`src/rtl/crtc_mode_loader.sv`:
```
// Bus initiator that programs a crtc6845 register file with one of four built-in video modes
// through its index/data port, and can then read every register back and compare it.
module crtc_mode_loader #(
  parameter bit          WORD_MODE = 1'b0,
  parameter bit          VERIFY    = 1'b1,
  parameter int unsigned GAP       = 0
) (
  input  logic        clk,
  input  logic        reset,
  input  logic        start,
  input  logic [1:0]  mode,
  input  logic [13:0] start_addr,
  input  logic [13:0] cursor_addr,
  input  logic        lock_in,
  input  logic [7:0]  crtc_bus_out,
  output logic        cs,
  output logic        a0,
  output logic        word,
  output logic        write,
  output logic        read,
  output logic [15:0] bus,
  output logic        crtc_lock,
  output logic        busy,
  output logic        done,
  output logic        error,
  output logic [4:0]  err_idx
);

  typedef enum logic [2:0] {
    S_IDLE, S_W_IDX, S_W_DAT, S_W_WRD, S_GAP, S_V_IDX, S_V_CMP, S_DONE
  } state_t;

  // Element 0 is the leftmost entry, so each row reads R0..R7,R9,R10,R11.
  localparam logic [0:10][7:0] TBL_M0 = {8'h38, 8'h28, 8'h2D, 8'h0A, 8'h1F, 8'h06, 8'h19, 8'h1C, 8'h07, 8'h06, 8'h07};
  localparam logic [0:10][7:0] TBL_M1 = {8'h71, 8'h50, 8'h5A, 8'h0A, 8'h1F, 8'h06, 8'h19, 8'h1C, 8'h07, 8'h06, 8'h07};
  localparam logic [0:10][7:0] TBL_M2 = {8'h38, 8'h28, 8'h2D, 8'h0A, 8'h7F, 8'h06, 8'h64, 8'h70, 8'h01, 8'h06, 8'h07};
  localparam logic [0:10][7:0] TBL_M3 = {8'h61, 8'h50, 8'h52, 8'h0F, 8'h19, 8'h06, 8'h19, 8'h19, 8'h0D, 8'h0B, 8'h0C};
  localparam logic [3:0] GAP_LOAD = (GAP == 0) ? 4'd0 : 4'(GAP - 1);

  state_t      state, state_next, ret_state, ret_next, after;
  logic        xfer, last;
  logic [3:0]  pos, gap_cnt;
  logic [1:0]  mode_q;
  logic [13:0] sa_q, ca_q;
  logic [4:0]  idx;
  logic [7:0]  data, mask;

  // pos walks the 15 implemented registers; R8 is skipped when forming the index.
  assign idx  = (pos < 4'd8) ? {1'b0, pos} : {1'b0, pos} + 5'd1;
  assign last = (pos == 4'd14);

  // NOTE: every variable gets a default before the case so no path can infer a latch.
  always_comb begin
    data = 8'h00;
    unique case (pos)
      4'd11:   data = {2'b00, sa_q[13:8]};
      4'd12:   data = sa_q[7:0];
      4'd13:   data = {2'b00, ca_q[13:8]};
      4'd14:   data = ca_q[7:0];
      default: if (pos <= 4'd10) begin
        unique case (mode_q)
          2'd0: data = TBL_M0[pos];
          2'd1: data = TBL_M1[pos];
          2'd2: data = TBL_M2[pos];
          2'd3: data = TBL_M3[pos];
        endcase
      end
    endcase
  end

  // Only the bits the CRTC actually implements take part in the readback compare.
  always_comb begin
    mask = 8'hFF;
    unique case (pos)
      4'd3:                     mask = 8'h0F;
      4'd4, 4'd6, 4'd7, 4'd9:   mask = 8'h7F;
      4'd5, 4'd8, 4'd10:        mask = 8'h1F;
      4'd11, 4'd13:             mask = 8'h3F;
      default:                  mask = 8'hFF;
    endcase
  end

  always_comb begin
    state_next = state;
    ret_next   = ret_state;
    after      = S_IDLE;
    xfer       = 1'b0;
    cs         = 1'b0;
    a0         = 1'b0;
    word       = 1'b0;
    write      = 1'b0;
    read       = 1'b0;
    bus        = 16'h0000;
    unique case (state)
      S_IDLE: if (start) state_next = WORD_MODE ? S_W_WRD : S_W_IDX;
      S_W_IDX: begin
        cs = 1'b1; write = 1'b1; bus = {8'h00, 3'b000, idx};
        xfer = 1'b1; after = S_W_DAT;
      end
      S_W_DAT: begin
        cs = 1'b1; a0 = 1'b1; write = 1'b1; bus = {8'h00, data};
        xfer = 1'b1; after = last ? (VERIFY ? S_V_IDX : S_DONE) : S_W_IDX;
      end
      S_W_WRD: begin
        cs = 1'b1; word = 1'b1; write = 1'b1; bus = {data, 3'b000, idx};
        xfer = 1'b1; after = last ? (VERIFY ? S_V_IDX : S_DONE) : S_W_WRD;
      end
      S_GAP: if (gap_cnt == 4'd0) state_next = ret_state;
      S_V_IDX: begin
        cs = 1'b1; write = 1'b1; bus = {8'h00, 3'b000, idx};
        xfer = 1'b1; after = S_V_CMP;
      end
      S_V_CMP: begin
        cs = 1'b1; a0 = 1'b1; read = 1'b1;
        xfer = 1'b1; after = last ? S_DONE : S_V_IDX;
      end
      S_DONE:  state_next = S_IDLE;
      default: state_next = S_IDLE;
    endcase
    if (xfer) begin
      if (GAP == 0) begin
        state_next = after;
      end else begin
        state_next = S_GAP;
        ret_next   = after;
      end
    end
  end

  assign busy      = (state != S_IDLE) && (state != S_DONE);
  assign done      = (state == S_DONE);
  assign crtc_lock = lock_in & (state == S_IDLE);

  // NOTE: sequential state uses non-blocking assignments so every flop samples pre-edge values.
  always_ff @(posedge clk) begin
    if (reset) begin
      state     <= S_IDLE;
      ret_state <= S_IDLE;
      pos       <= 4'd0;
      gap_cnt   <= 4'd0;
      mode_q    <= 2'd0;
      sa_q      <= 14'd0;
      ca_q      <= 14'd0;
      error     <= 1'b0;
      err_idx   <= 5'd0;
    end else begin
      state     <= state_next;
      ret_state <= ret_next;
      if (state == S_IDLE && start) begin
        mode_q  <= mode;
        sa_q    <= start_addr;
        ca_q    <= cursor_addr;
        error   <= 1'b0;
        err_idx <= 5'd0;
        pos     <= 4'd0;
      end
      if (xfer) gap_cnt <= GAP_LOAD;
      else if (state == S_GAP && gap_cnt != 4'd0) gap_cnt <= gap_cnt - 4'd1;
      if (state == S_W_DAT || state == S_W_WRD || state == S_V_CMP)
        pos <= last ? 4'd0 : pos + 4'd1;
      // Only the first mismatch is recorded; verify still runs through R15.
      if (state == S_V_CMP && !error && ((crtc_bus_out ^ data) & mask) != 8'h00) begin
        error   <= 1'b1;
        err_idx <= idx;
      end
    end
  end

endmodule
```
`config.mk`:
```
export PLATFORM = sky130hd
export DESIGN_NAME = crtc_mode_loader
export DESIGN_NICKNAME = d
export VERILOG_FILES = /design/src/rtl/crtc_mode_loader.sv
export SDC_FILE = /design/constraint.sdc
export NUM_CORES = 1
export LEC_CHECK = 0
export ABC_AREA = 0
export CAP_MARGIN = 20
export CORE_AREA = 2 2 99 101
export CTS_CLUSTER_DIAMETER = 40
export DETAILED_ROUTE_END_ITERATION = 6
export DIE_AREA = 0 0 101 103
export HOLD_SLACK_MARGIN = 0.08
export PLACE_DENSITY_LB_ADDON = 0.1
export REMOVE_ABC_BUFFERS = 1
export SLEW_MARGIN = 20
export SYNTH_ARGS = -nofsm -noshare
export SYNTH_HDL_FRONTEND = slang
export SYNTH_SLANG_ARGS = --single-unit
```
`constraint.sdc`:
```
create_clock -name clk -period 6.7 [get_ports clk]
set_input_delay 1.34 -clock clk [delete_from_list [all_inputs] [get_ports clk]]
set_output_delay 1.34 -clock clk [all_outputs]
set_load 0.02 [all_outputs]
```
==> metrics.log, run 1 <==
[metrics] highest cell delay on the worst timing path: approximately 0.66 ns
[metrics] number of clock buffers inserted by TritonCTS: 5
[metrics] placeable core area: ~9500 µm²
[metrics] Max Fanout on Critical Path: 15
[metrics] flop and latch count out of synthesis: a little over 50
[metrics] run status: finished, final reports clean
[metrics] Max clock buf depth: 2
[metrics] initial core utilization: 0.349
[metrics] clock edge transition at the registers on the reported setup and hold paths: about 0.09 ns
[metrics] Fin Setup TNS: 0 ns
[metrics] EDFF count, synth: 0
[metrics] cell count of the worst reg-to-reg path: 9
[metrics] Die Span X: around 100 µm
[metrics] maximum level of the CTS H-tree: 2
[metrics] final weighted congestion of routability-driven global placement: around 0.85
[metrics] leftover overflow at the end of global routing: 0
[metrics] fraction of final layout cells with drive strength greater than 1: 0.0524
[metrics] max-capacitance violation count: 0
[metrics] cell class contributing the biggest share of worst-path delay: buffers and inverters
[metrics] clock latency of the later-clocked register in the worst-skew pair: slightly above 0.3 ns
[metrics] fraction of synthesis flops using an asynchronous set or reset pin: 0
[metrics] cell area power density: 165 nW/µm²
[metrics] input/output buffers: between 70 and 80
[metrics] floorplan die area: 10400 µm²
[metrics] number of diodes: 0
[metrics] portion of the clock cycle consumed by the worst path in the final layout: 0.731
[metrics] CTS tree: built
[metrics] gate count after technology mapping: about 450
[metrics] pin slew with the least headroom to its limit: between 0.7 and 0.8 ns
[metrics] total routing usage reported by global routing: 0.186
[metrics] Final ANT Viol Nets: 0
[metrics] arrival time at the worst endpoint: approximately 3.6 ns
[metrics] count of endpoints failing setup in the final report: 0
[metrics] element type at the critical path start: register
[metrics] number of buffers inserted by post-CTS setup repair: 0
[metrics] capture point of the worst reg-to-reg path: err_idx[3]$_SDFFE_PP0P_
[metrics] sink of the worst hold path: ca_q[7]$_SDFFE_PP0P_
[metrics] estimated wirelength of the detail-placed design: slightly below 7000 µm
[metrics] RSZ-0062 raised after global routing: no
[metrics] clock sink count: around 50
[metrics] list of cells traversed by the critical path: inv_1 -> ha_1 -> nor4b_1 -> a2bb2oi_2 -> a21oi_1 -> a21o_1 -> o22ai_1 -> clkdlybuf4s50_1
[metrics] root buffer cell: sky130_fd_sc_hd__clkbuf_8
[metrics] startpoint of the lowest-slack register-to-register path: pos[1]$_SDFFE_PP0N_
[metrics] wire length per cell after detailed routing: approximately 16 µm
[metrics] launch point of the worst hold path: ca_q[7]$_SDFFE_PP0P_
[metrics] worst slack on hold paths: 0.460 ns
[metrics] area occupied by registers: 1020 µm²
[metrics] area added between synthesis and finish: 24.8%
[metrics] routed wire length: between 9000 and 10000 µm
[metrics] post-synthesis sequential area ratio: 0.309
[metrics] number of hold buffers added after CTS: 0
[metrics] final-report hold violation count: 0
[metrics] I/O Pins: slightly above 70
[metrics] CP Buf/Inv Count: 2
[metrics] worst reg2reg setup slack: about 2.9 ns
[metrics] largest net degree at the start of global routing: 57
[metrics] worst rel slew slack: 0.498
[metrics] peak supply drop: just under 0.1 mV
[metrics] endpoint kind of the worst setup timing path: output port
[metrics] routed vias: ~3200
[metrics] kind of critical path: register to output port
[metrics] leakage power figure: about 1.5 nW
[metrics] Syn. warnings: 0
[metrics] Critical-path top delay cell: sky130_fd_sc_hd__dfxtp_1
[metrics] count of instances resized after the clock tree is built: 0
[metrics] skew final: ~0.0093 ns
[metrics] number of placement rows: 36
[metrics] Final Max Slew Viols: 0
[metrics] via count of the first global-routing pass: approximately 3000
[metrics] maximum clock rate: 204 MHz
[metrics] Final Critical Period: roughly 4.9 ns
[metrics] CP Data Required Time: 5.36 ns
[metrics] first-pass detailed-route iteration total: 5
[metrics] violation count after the first detailed-route iteration: 200
[metrics] Post-Syn Area per Cell: ~7.4 µm²
[metrics] main flop type after synthesis: sky130_fd_sc_hd__dfxtp_1
[metrics] cell area after synthesis: between 3000 and 4000 µm²
[metrics] height of the chip: roughly 100 µm
[metrics] area taken by multi-input logic gates: 2050 µm²
[metrics] first-pass GRT wire length: around 15000 µm
[metrics] cell count of the worst hold path: 2
[metrics] number of antenna violations at the first check in global routing: 0
[metrics] count of unresolved DRC violations after routing: 0
[metrics] via count normalized by instance count: 5.30
[metrics] fillers: 993
[metrics] class of the tightest hold or removal check: register to register
[metrics] number of different library cells in the post-synthesis netlist: 59
[metrics] net count of the finished layout: between 500 and 600
## worst max path at each step
stage                                    from  endpoint  depth (start not counted)
final                     pos[1]$_SDFFE_PP0N_    bus[2]                          8
after global placement    pos[1]$_SDFFE_PP0N_    bus[2]                          8
after CTS                 pos[1]$_SDFFE_PP0N_    bus[2]                          8
after detailed placement  pos[1]$_SDFFE_PP0N_    bus[2]                          8
after global routing      pos[1]$_SDFFE_PP0N_    bus[2]                          8
after floorplan           pos[1]$_SDFFE_PP0N_    bus[3]                          6
## worst reg2reg max path, stage by stage, from the launching register on
cell and delay (ns):
sky130_fd_sc_hd__dfxtp_1 0.66, sky130_fd_sc_hd__ha_1 0.64, sky130_fd_sc_hd__a22o_1 0.24, sky130_fd_sc_hd__nand3_1 0.22
sky130_fd_sc_hd__xnor2_1 0.22, sky130_fd_sc_hd__a2111oi_2 0.50, sky130_fd_sc_hd__nor3b_1 0.26, sky130_fd_sc_hd__nand4_1 0.36
sky130_fd_sc_hd__or4_1 0.58, sky130_fd_sc_hd__nand3_1 0.10
## cell usage in the layout, fill, tap and decap left out, drive strengths merged, types with 4 or more instances in the layout
master         count
nand3             17
ha                15
nor2b              5
nor2              36
a31oi              4
inv               14
o22ai              5
clkbuf             5
a21oi             50
o21ai             14
a22oi              6
nand2             96
nand2b             7
dfxtp             51
clkdlybuf4s50     70
or4                5
nor3              15
xnor2              5
mux2i              6
buf                6
a21o               5
xor2               5
## stage by stage
step / area [µm²] / util / worst slack, ns / cells / power (mW)
2_1_floorplan: 3120 / - / 3.03 / 412 / 0.403
3_3_place_gp: 4010 / 0.424 / 2.21 / 602 / 0.468
3_5_place_dp: 4010 / 0.424 / 2.15 / 602 / 0.468
4_1_cts: 4120 / 0.435 / 1.79 / 610 / 0.687
5_1_grt: 4120 / 0.435 / 1.52 / 610 / 0.712
6_report: 4120 / 0.435 / 1.80 / 610 / 0.678
## synthesized netlist by cell type (7+ instances only)
library cell / count / area (µm²)
sky130_fd_sc_hd__ha_1: 15 / 188
sky130_fd_sc_hd__nand3_1: 17 / 85.1
sky130_fd_sc_hd__buf_2: 10 / 50.1
sky130_fd_sc_hd__dfxtp_1: 51 / 1020
sky130_fd_sc_hd__nor3_1: 15 / 75.1
sky130_fd_sc_hd__nand2b_1: 7 / 43.8
sky130_fd_sc_hd__nand2_1: 95 / 357
sky130_fd_sc_hd__clkbuf_1: 19 / 71.3
sky130_fd_sc_hd__inv_1: 13 / 48.8
sky130_fd_sc_hd__a21oi_1: 49 / 245
sky130_fd_sc_hd__o21ai_0: 14 / 70.1
sky130_fd_sc_hd__nor2_1: 36 / 135
## power breakdown
group / internal, mW / switching [mW] / leakage, nW
registers: 0.317 / 0.0145 / 0.416
logic: 0.0605 / 0.0686 / 0.993
clock network: 0.111 / 0.106 / 0.0581
## sequential cells by signal (all words and copies together) (netlist names)
signal / flops
ca_q: 14
pos: 4
sa_q: 14
mask: 4
error: 1
state: 3
err_idx: 5
mode_q: 2
gap_cnt: 4
## cell families (layout without fill, tap and decap cells)
family / after synthesis / in the layout / synth area share
AO/OA/AOI/OAI: 117 / 117 / 0.238
XOR/XNOR: 10 / 10 / 0.0265
adder cells (fa/ha/maj): 15 / 15 / 0.0569
buffers and inverters: 49 / 98 / 0.0720
flip-flops: 51 / 51 / 0.309
multiplexers: 7 / 7 / 0.0227
AND/OR/NAND/NOR: 198 / 198 / 0.275
## cell type report
type / count / share of cell area
flip-flops and latches: 51 / 0.248
clock buffers: 5 / 0.0167
inverters: 14 / 0.0128
well taps: 114 / 0.0346
clock inverters: 3 / 0.0106
multi-input cells: 347 / 0.497
repair buffers: 76 / 0.180
## routing by layer
| layer | part of all wire | GRT usage |
|---|---|---|
| met2 | 0.47 | 0.314 |
| met4 | 0.012 | 0.0426 |
| met3 | 0.030 | 0.0244 |
| met1 | 0.49 | 0.255 |
| met5 | 0 | 0 |
Power figures use the tool's default switching activity.
==> run 2: changes to the inputs <==
==> constraint.sdc (replaced) <==
create_clock -name clk -period 4.97 [get_ports clk]
set_input_delay 0.994 -clock clk [delete_from_list [all_inputs] [get_ports clk]]
set_output_delay 0.994 -clock clk [all_outputs]
set_load 0.02 [all_outputs]
==> run 2 against run 1 <==
  * Via count up 0.62%
  * Sequential power up 35%
  * Largest cell class unchanged
  * Core utilization down 0.15 points
  * Final area down 0.33%
  * Clock skew about the same
  * Wire length down 0.43%
==> metrics.log, run 2 (same netlist as run 1, synthesis figures left out) <==
[metrics] run status: finished, final reports clean
[metrics] Fin Setup TNS: 0 ns (unchanged)
[metrics] fraction of final layout cells with drive strength greater than 1: 0.0524 (unchanged)
[metrics] total routing usage reported by global routing: 0.190 (+0.00330)
[metrics] maximum level of the CTS H-tree: 2 (unchanged)
[metrics] Max Fanout on Critical Path: 15 (unchanged)
[metrics] number of antenna violations at the first check in global routing: 0 (unchanged)
[metrics] portion of the clock cycle consumed by the worst path in the final layout: 0.921
[metrics] number of buffers inserted by post-CTS setup repair: 0 (unchanged)
[metrics] I/O Pins: 72 (unchanged)
[metrics] number of diodes: 0 (unchanged)
[metrics] initial core utilization: 0.349 (unchanged)
[metrics] Final ANT Viol Nets: 0 (unchanged)
[metrics] number of hold buffers added after CTS: 0 (unchanged)
[metrics] Final Critical Period: roughly 4.6 ns
[metrics] leakage power figure: 1.46 nW (-0.73%)
[metrics] first-pass GRT wire length: 15700 µm (+2.7%)
[metrics] RSZ-0062 raised after global routing: no
[metrics] startpoint of the lowest-slack register-to-register path: pos[1]$_SDFFE_PP0N_
[metrics] launch point of the worst hold path: sa_q[2]$_SDFFE_PP0P_
[metrics] input/output buffers: 71 (unchanged)
[metrics] first-pass detailed-route iteration total: 4 (-1)
[metrics] most common cell after layout, fill and taps aside: sky130_fd_sc_hd__nand2_1
[metrics] CP Buf/Inv Count: 2 (unchanged)
[metrics] floorplan die area: 10400 µm² (unchanged)
[metrics] maximum clock rate: 219 MHz
[metrics] final weighted congestion of routability-driven global placement: 0.870 (+2.3%)
[metrics] largest registers: ca_q x14, sa_q x14, err_idx x5
[metrics] cell class contributing the biggest share of worst-path delay: buffers and inverters
[metrics] peak supply drop: 0.103 mV (+6.0%)
[metrics] net count of the finished layout: 552 (unchanged)
[metrics] fillers: 975 (-1.8%)
[metrics] CTS tree: built
[metrics] cell count of the worst hold path: 2 (unchanged)
[metrics] kind of critical path: register to output port
[metrics] routed wire length: 9560 µm (-0.43%)
[metrics] clock sink count: 51 (unchanged)
[metrics] arrival time at the worst endpoint: 3.58 ns (+0.02 ns)
[metrics] count of endpoints failing setup in the final report: 0 (unchanged)
[metrics] routed vias: 3255 (+0.62%)
[metrics] area added between synthesis and finish: 24.4%
[metrics] via count normalized by instance count: 5.34 (+0.62%)
[metrics] worst rel slew slack: 0.464 (-0.0347)
[metrics] count of instances resized after the clock tree is built: 0 (unchanged)
[metrics] violation count after the first detailed-route iteration: 172 (-14%)
[metrics] most used cells in the layout excluding fill and tap cells: sky130_fd_sc_hd__nand2_1, sky130_fd_sc_hd__clkdlybuf4s50_1, sky130_fd_sc_hd__dfxtp_1
[metrics] estimated wirelength of the detail-placed design: 7160 µm (+3.1%)
[metrics] skew final: 0.00900 ns (-0.000279 ns)
[metrics] number of placement rows: 36 (unchanged)
[metrics] Die Span X: 101 µm (unchanged)
[metrics] largest net degree at the start of global routing: 31 (-46%)
[metrics] height of the chip: 103 µm (unchanged)
[metrics] Max clock buf depth: 2 (unchanged)
[metrics] final-report hold violation count: 0 (unchanged)
[metrics] cell area power density: 215 nW/µm² (+31%)
[metrics] Critical-path top delay cell: sky130_fd_sc_hd__clkdlybuf4s50_1
[metrics] class of the tightest hold or removal check: register to register
[metrics] list of cells traversed by the critical path: inv_1 -> ha_1 -> nor4b_1 -> a2bb2oi_2 -> a21oi_1 -> a21o_1 -> o22ai_1 -> clkdlybuf4s50_1
[metrics] Final Max Slew Viols: 0 (unchanged)
[metrics] element type at the critical path start: register
[metrics] max-capacitance violation count: 0 (unchanged)
[metrics] capture point of the worst reg-to-reg path: err_idx[1]$_SDFFE_PP0P_
[metrics] worst slack on hold paths: 0.459 ns (-0.000367 ns)
[metrics] root buffer cell: sky130_fd_sc_hd__clkbuf_8
[metrics] count of unresolved DRC violations after routing: 0 (unchanged)
[metrics] leftover overflow at the end of global routing: 0 (unchanged)
[metrics] endpoint kind of the worst setup timing path: output port
[metrics] highest cell delay on the worst timing path: 0.65 ns (about the same)
[metrics] CP Data Required Time: 3.98 ns (-1.38 ns)
[metrics] wire length per cell after detailed routing: 15.7 µm (-0.43%)
[metrics] sink of the worst hold path: sa_q[2]$_SDFFE_PP0P_
[metrics] clock latency of the later-clocked register in the worst-skew pair: 0.31 ns (about the same)
[metrics] placeable core area: 9460 µm² (unchanged)
[metrics] worst reg2reg setup slack: 1.08 ns (-1.80 ns)
[metrics] via count of the first global-routing pass: 3111 (+4.9%)
[metrics] number of clock buffers inserted by TritonCTS: 5 (unchanged)
[metrics] cell count of the worst reg-to-reg path: 10 (+1)
[metrics] clock edge transition at the registers on the reported setup and hold paths: 0.10 ns (about the same)
[metrics] pin slew with the least headroom to its limit: 0.782 ns (+0.0505 ns)
-- run 2: cell type report --
cell class              count  area, µm²  area share
clock buffers               6       82.6      0.0201
inverters                  14       52.6      0.0128
flip-flops and latches     51       1020       0.249
clock inverters             2       16.3     0.00396
well taps                 114        143      0.0347
repair buffers             76        743       0.181
multi-input cells         347       2050       0.499
-- run 2: routing by layer --
layer	vias up	GRT usage	routed length (µm)
met2	62	0.313	4610
met3	6	0.0298	381
met4	0	0.0509	64
met5	-	0	0
li1	1662	-	-
met1	1525	0.259	4510
-- run 2: worst reg2reg max path: stages (launching register included) --
cell	delay (ns)
sky130_fd_sc_hd__dfxtp_1	0.47
sky130_fd_sc_hd__inv_1	0.26
sky130_fd_sc_hd__ha_1	0.54
sky130_fd_sc_hd__a22o_1	0.22
sky130_fd_sc_hd__nand3_1	0.21
sky130_fd_sc_hd__xnor2_1	0.24
sky130_fd_sc_hd__a2111oi_2	0.53
sky130_fd_sc_hd__nor3b_1	0.30
sky130_fd_sc_hd__nand4_1	0.39
sky130_fd_sc_hd__or4_1	0.59
sky130_fd_sc_hd__nand3_1	0.09
-- run 2: power breakdown --
part / leakage [nW] / switching, mW / total, mW / internal [mW]
clock network: 0.0474 / 0.148 / 0.262 / 0.114
registers: 0.416 / 0.0195 / 0.446 / 0.427
logic: 0.993 / 0.0929 / 0.174 / 0.0816
total: 1.46 / 0.260 / 0.883 / 0.622
-- run 2: worst max-delay path by stage --
stage                             start     end  slack [ns]  cells after the start
floorplan           pos[1]$_SDFFE_PP0N_  bus[3]        1.64                      6
global placement    pos[1]$_SDFFE_PP0N_  bus[2]        0.82                      8
finish              pos[1]$_SDFFE_PP0N_  bus[2]        0.39                      8
detailed placement  pos[1]$_SDFFE_PP0N_  bus[2]        0.77                      8
CTS                 pos[1]$_SDFFE_PP0N_  bus[2]        0.36                      8
global route        pos[1]$_SDFFE_PP0N_  bus[2]        0.05                      8
-- run 2: metrics by stage --
step / worst slack [ns] / area [µm²] / util / cells / power [mW]
after CTS: 0.359 / 4110 / 0.434 / 610 / 0.894
final: 0.394 / 4110 / 0.434 / 610 / 0.883
after global placement: 0.822 / 4010 / 0.424 / 602 / 0.631
after floorplan: 1.64 / 3120 / - / 412 / 0.543
after global routing: 0.0472 / 4110 / 0.434 / 610 / 0.930
after detailed placement: 0.770 / 4010 / 0.424 / 602 / 0.632
==> run 3: changes to the inputs <==
--- a/config.mk
+++ b/config.mk
@@ -7,12 +7,14 @@
 export LEC_CHECK = 0
 export ABC_AREA = 0
 export CAP_MARGIN = 20
+export CELL_PAD_IN_SITES_DETAIL_PLACEMENT = 1
+export CELL_PAD_IN_SITES_GLOBAL_PLACEMENT = 1
 export CORE_AREA = 2 2 99 101
 export CTS_CLUSTER_DIAMETER = 40
 export DETAILED_ROUTE_END_ITERATION = 6
 export DIE_AREA = 0 0 101 103
 export HOLD_SLACK_MARGIN = 0.08
-export PLACE_DENSITY_LB_ADDON = 0.1
+export PLACE_DENSITY = 0.83
 export REMOVE_ABC_BUFFERS = 1
 export SLEW_MARGIN = 20
 export SYNTH_ARGS = -nofsm -noshare
==> run 3 against run 2 <==
  * Clock-buffer cell count grew 1
  * Worst setup slack improved by 0.014 ns
  * Total power is 0.55% higher
  * Final area barely moved
  * Worst hold slack gained 0.0050 ns
  * Cell count did not move
  * Critical endpoint unchanged
  * Highest routed layer unchanged
==> metrics.log, run 3 (same netlist as run 1, synthesis figures left out) <==
[metrics] Critical-path top delay cell: sky130_fd_sc_hd__dfxtp_1
[metrics] root buffer cell: sky130_fd_sc_hd__clkbuf_8
[metrics] pin slew with the least headroom to its limit: 0.760 ns (-0.0220 ns)
[metrics] maximum clock rate: 219 MHz (+0.31%)
[metrics] initial core utilization: 0.349 (unchanged)
[metrics] leakage power figure: 1.46 nW (about the same)
[metrics] Die Span X: 101 µm (unchanged)
[metrics] length of routed met2 wiring: 5440 µm (+18%)
[metrics] total chip power: 888 µW (+0.55%)
[metrics] clock edge transition at the registers on the reported setup and hold paths: 0.10 ns (about the same)
[metrics] clock sink count: 51 (unchanged)
[metrics] final weighted congestion of routability-driven global placement: 0.970 (+11%)
[metrics] post-placement worst setup slack: 0.846 ns (+0.0768 ns)
[metrics] met3 layer wire length in the routed design: 377 µm (-1.0%)
[metrics] portion of the clock cycle consumed by the worst path in the final layout: 0.918 (-0.00288)
[metrics] cell count of the worst reg-to-reg path: 10 (unchanged)
[metrics] highest cell delay on the worst timing path: 0.64 ns (about the same)
[metrics] number of placement rows: 36 (unchanged)
[metrics] fillers: 1176 (+21%)
[metrics] via count normalized by instance count: 5.70 (+6.7%)
[metrics] post-route setup slack: 0.409 ns (+0.0143 ns)
[metrics] input/output buffers: 71 (unchanged)
[metrics] number of diodes: 0 (unchanged)
[metrics] count of instances resized after the clock tree is built: 0 (unchanged)
[metrics] Gate power share: 0.201 (+0.003)
[metrics] number of hold buffers added after CTS: 0 (unchanged)
[metrics] maximum level of the CTS H-tree: 2 (unchanged)
[metrics] sequential group share of total power: 0.504 (about the same)
[metrics] CP Buf/Inv Count: 2 (unchanged)
[metrics] first-pass GRT wire length: 17600 µm (+13%)
[metrics] height of the chip: 103 µm (unchanged)
[metrics] skew final: 0.00696 ns (-0.00203 ns)
[metrics] routed vias: 3474 (+6.7%)
[metrics] Switching Fraction: 0.298 (+0.00316)
[metrics] CTS tree: built
[metrics] kind of critical path: register to output port
[metrics] run status: finished, final reports clean
[metrics] area occupied by registers: 1020 µm² (unchanged)
[metrics] area added between synthesis and finish: 24.3% (about the same)
[metrics] net count of the finished layout: 552 (unchanged)
[metrics] CP Data Required Time: 3.98 ns (about the same)
[metrics] total routing usage reported by global routing: 0.214 (+0.0247)
[metrics] cell area power density: 216 nW/µm² (+0.64%)
[metrics] worst slack on hold paths: 0.465 ns (+0.00504 ns)
[metrics] placeable core area: 9460 µm² (unchanged)
[metrics] instance count on the critical path: 8 (unchanged)
[metrics] I/O Pins: 72 (unchanged)
[metrics] max-capacitance violation count: 0 (unchanged)
[metrics] largest registers: ca_q x14, sa_q x14, err_idx x5
[metrics] cell count of the worst hold path: 2 (unchanged)
[metrics] largest net degree at the start of global routing: 37 (+19%)
[metrics] Final Max Slew Viols: 0 (unchanged)
[metrics] arrival time at the worst endpoint: 3.57 ns (about the same)
[metrics] area taken by multi-input logic gates: 2050 µm² (unchanged)
[metrics] count of unresolved DRC violations after routing: 0 (unchanged)
[metrics] Internal Power: 623 µW (about the same)
[metrics] Max Fanout on Critical Path: 15 (unchanged)
[metrics] number of antenna violations at the first check in global routing: 0 (unchanged)
[metrics] leftover overflow at the end of global routing: 0 (unchanged)
[metrics] number of buffers inserted by post-CTS setup repair: 0 (unchanged)
[metrics] violation count after the first detailed-route iteration: 235 (+37%)
[metrics] most common cell after layout, fill and taps aside: sky130_fd_sc_hd__nand2_1
[metrics] number of clock buffers inserted by TritonCTS: 5 (unchanged)
[metrics] peak supply drop: 0.0936 mV (-8.8%)
[metrics] fraction of final layout cells with drive strength greater than 1: 0.0504 (-0.00202)
[metrics] most used cells in the layout excluding fill and tap cells: sky130_fd_sc_hd__nand2_1, sky130_fd_sc_hd__clkdlybuf4s50_1, sky130_fd_sc_hd__dfxtp_1
[metrics] worst rel slew slack: 0.479 (+0.0151)
[metrics] share of power burned in the clock network: 0.295 (-0.002)
[metrics] class of the tightest hold or removal check: register to register
[metrics] list of cells traversed by the critical path: inv_1 -> ha_1 -> nor4b_1 -> a2bb2oi_2 -> a21oi_1 -> a21o_1 -> o22ai_1 -> clkdlybuf4s50_1
[metrics] RSZ-0062 raised after global routing: no
[metrics] routed wire length: 10800 µm (+13%)
[metrics] count of endpoints failing setup in the final report: 0 (unchanged)
[metrics] floorplan die area: 10400 µm² (unchanged)
[metrics] wire length per cell after detailed routing: 17.7 µm (+13%)
[metrics] first-pass detailed-route iteration total: 4 (unchanged)
[metrics] final-report hold violation count: 0 (unchanged)
[metrics] net switching power figure: 265 µW (+1.6%)
[metrics] via count of the first global-routing pass: 3572 (+15%)
[metrics] Final ANT Viol Nets: 0 (unchanged)
[metrics] endpoint kind of the worst setup timing path: output port
[metrics] Fin Setup TNS: 0 ns (unchanged)
[metrics] estimated wirelength of the detail-placed design: 8000 µm (+12%)
[metrics] clock latency of the later-clocked register in the worst-skew pair: 0.32 ns (about the same)
[metrics] cell class contributing the biggest share of worst-path delay: buffers and inverters
[metrics] element type at the critical path start: register
[metrics] top routing layer in use: met4
[metrics] Max clock buf depth: 2 (unchanged)
[metrics] met1 wire length: 4590 µm (+1.8%)
[metrics] Final Critical Period: 4.56 ns (-0.0143 ns)
## run 3: worst paths after layout
path / start / to / slack, ns
worst max-delay path: pos[1]$_SDFFE_PP0N_ / bus[2] / 0.41
worst min-delay path: ca_q[8]$_SDFFE_PP0P_ / ca_q[8]$_SDFFE_PP0P_ / 0.46
worst max register to register: pos[1]$_SDFFE_PP0N_ / err_idx[3]$_SDFFE_PP0P_ / 1.10
worst min register to register: ca_q[8]$_SDFFE_PP0P_ / ca_q[8]$_SDFFE_PP0P_ / 0.46
## run 3: final cells by class
type | count | area share
Multi-Input combinational cell | 347 | 0.499
Timing Repair Buffer | 76 | 0.181
Clock inverter | 1 | 0.00214
Inverter | 14 | 0.0128
Tap cell | 114 | 0.0348
Clock buffer | 7 | 0.0210
Sequential cell | 51 | 0.249
## run 3: metrics by stage
| step | cells | utilization | instance area [µm²] |
|---|---|---|---|
| after floorplan | 412 | - | 3120 |
| after global placement | 602 | 0.424 | 4010 |
| after detailed placement | 602 | 0.424 | 4010 |
| after CTS | 610 | 0.434 | 4100 |
| after global routing | 610 | 0.434 | 4100 |
| final | 610 | 0.434 | 4100 |
## run 3: metal layers
metal  up-vias  track usage
met5         -            0
met1      1704        0.257
li1       1660            -
met2        83        0.376
met3        27       0.0380
met4         0       0.0956
## run 3: power groups by stage
stage	registers (mW)	logic, mW	clock network [mW]
2_1_floorplan	0.450	0.0938	0
3_3_place_gp	0.455	0.173	0
3_5_place_dp	0.456	0.178	0
4_1_cts	0.447	0.180	0.266
5_1_grt	0.450	0.197	0.283
6_report	0.447	0.179	0.262
## run 3: worst register-to-register path, delay by kind of cell (launching register included)
kind                     cells  cell delay (ns)
AND/OR/NAND/NOR              5             1.57
AO/OA/AOI/OAI                2             0.75
adder cells (fa/ha/maj)      1             0.52
flip-flops                   1             0.47
buffers and inverters        1             0.26
XOR/XNOR                     1             0.23
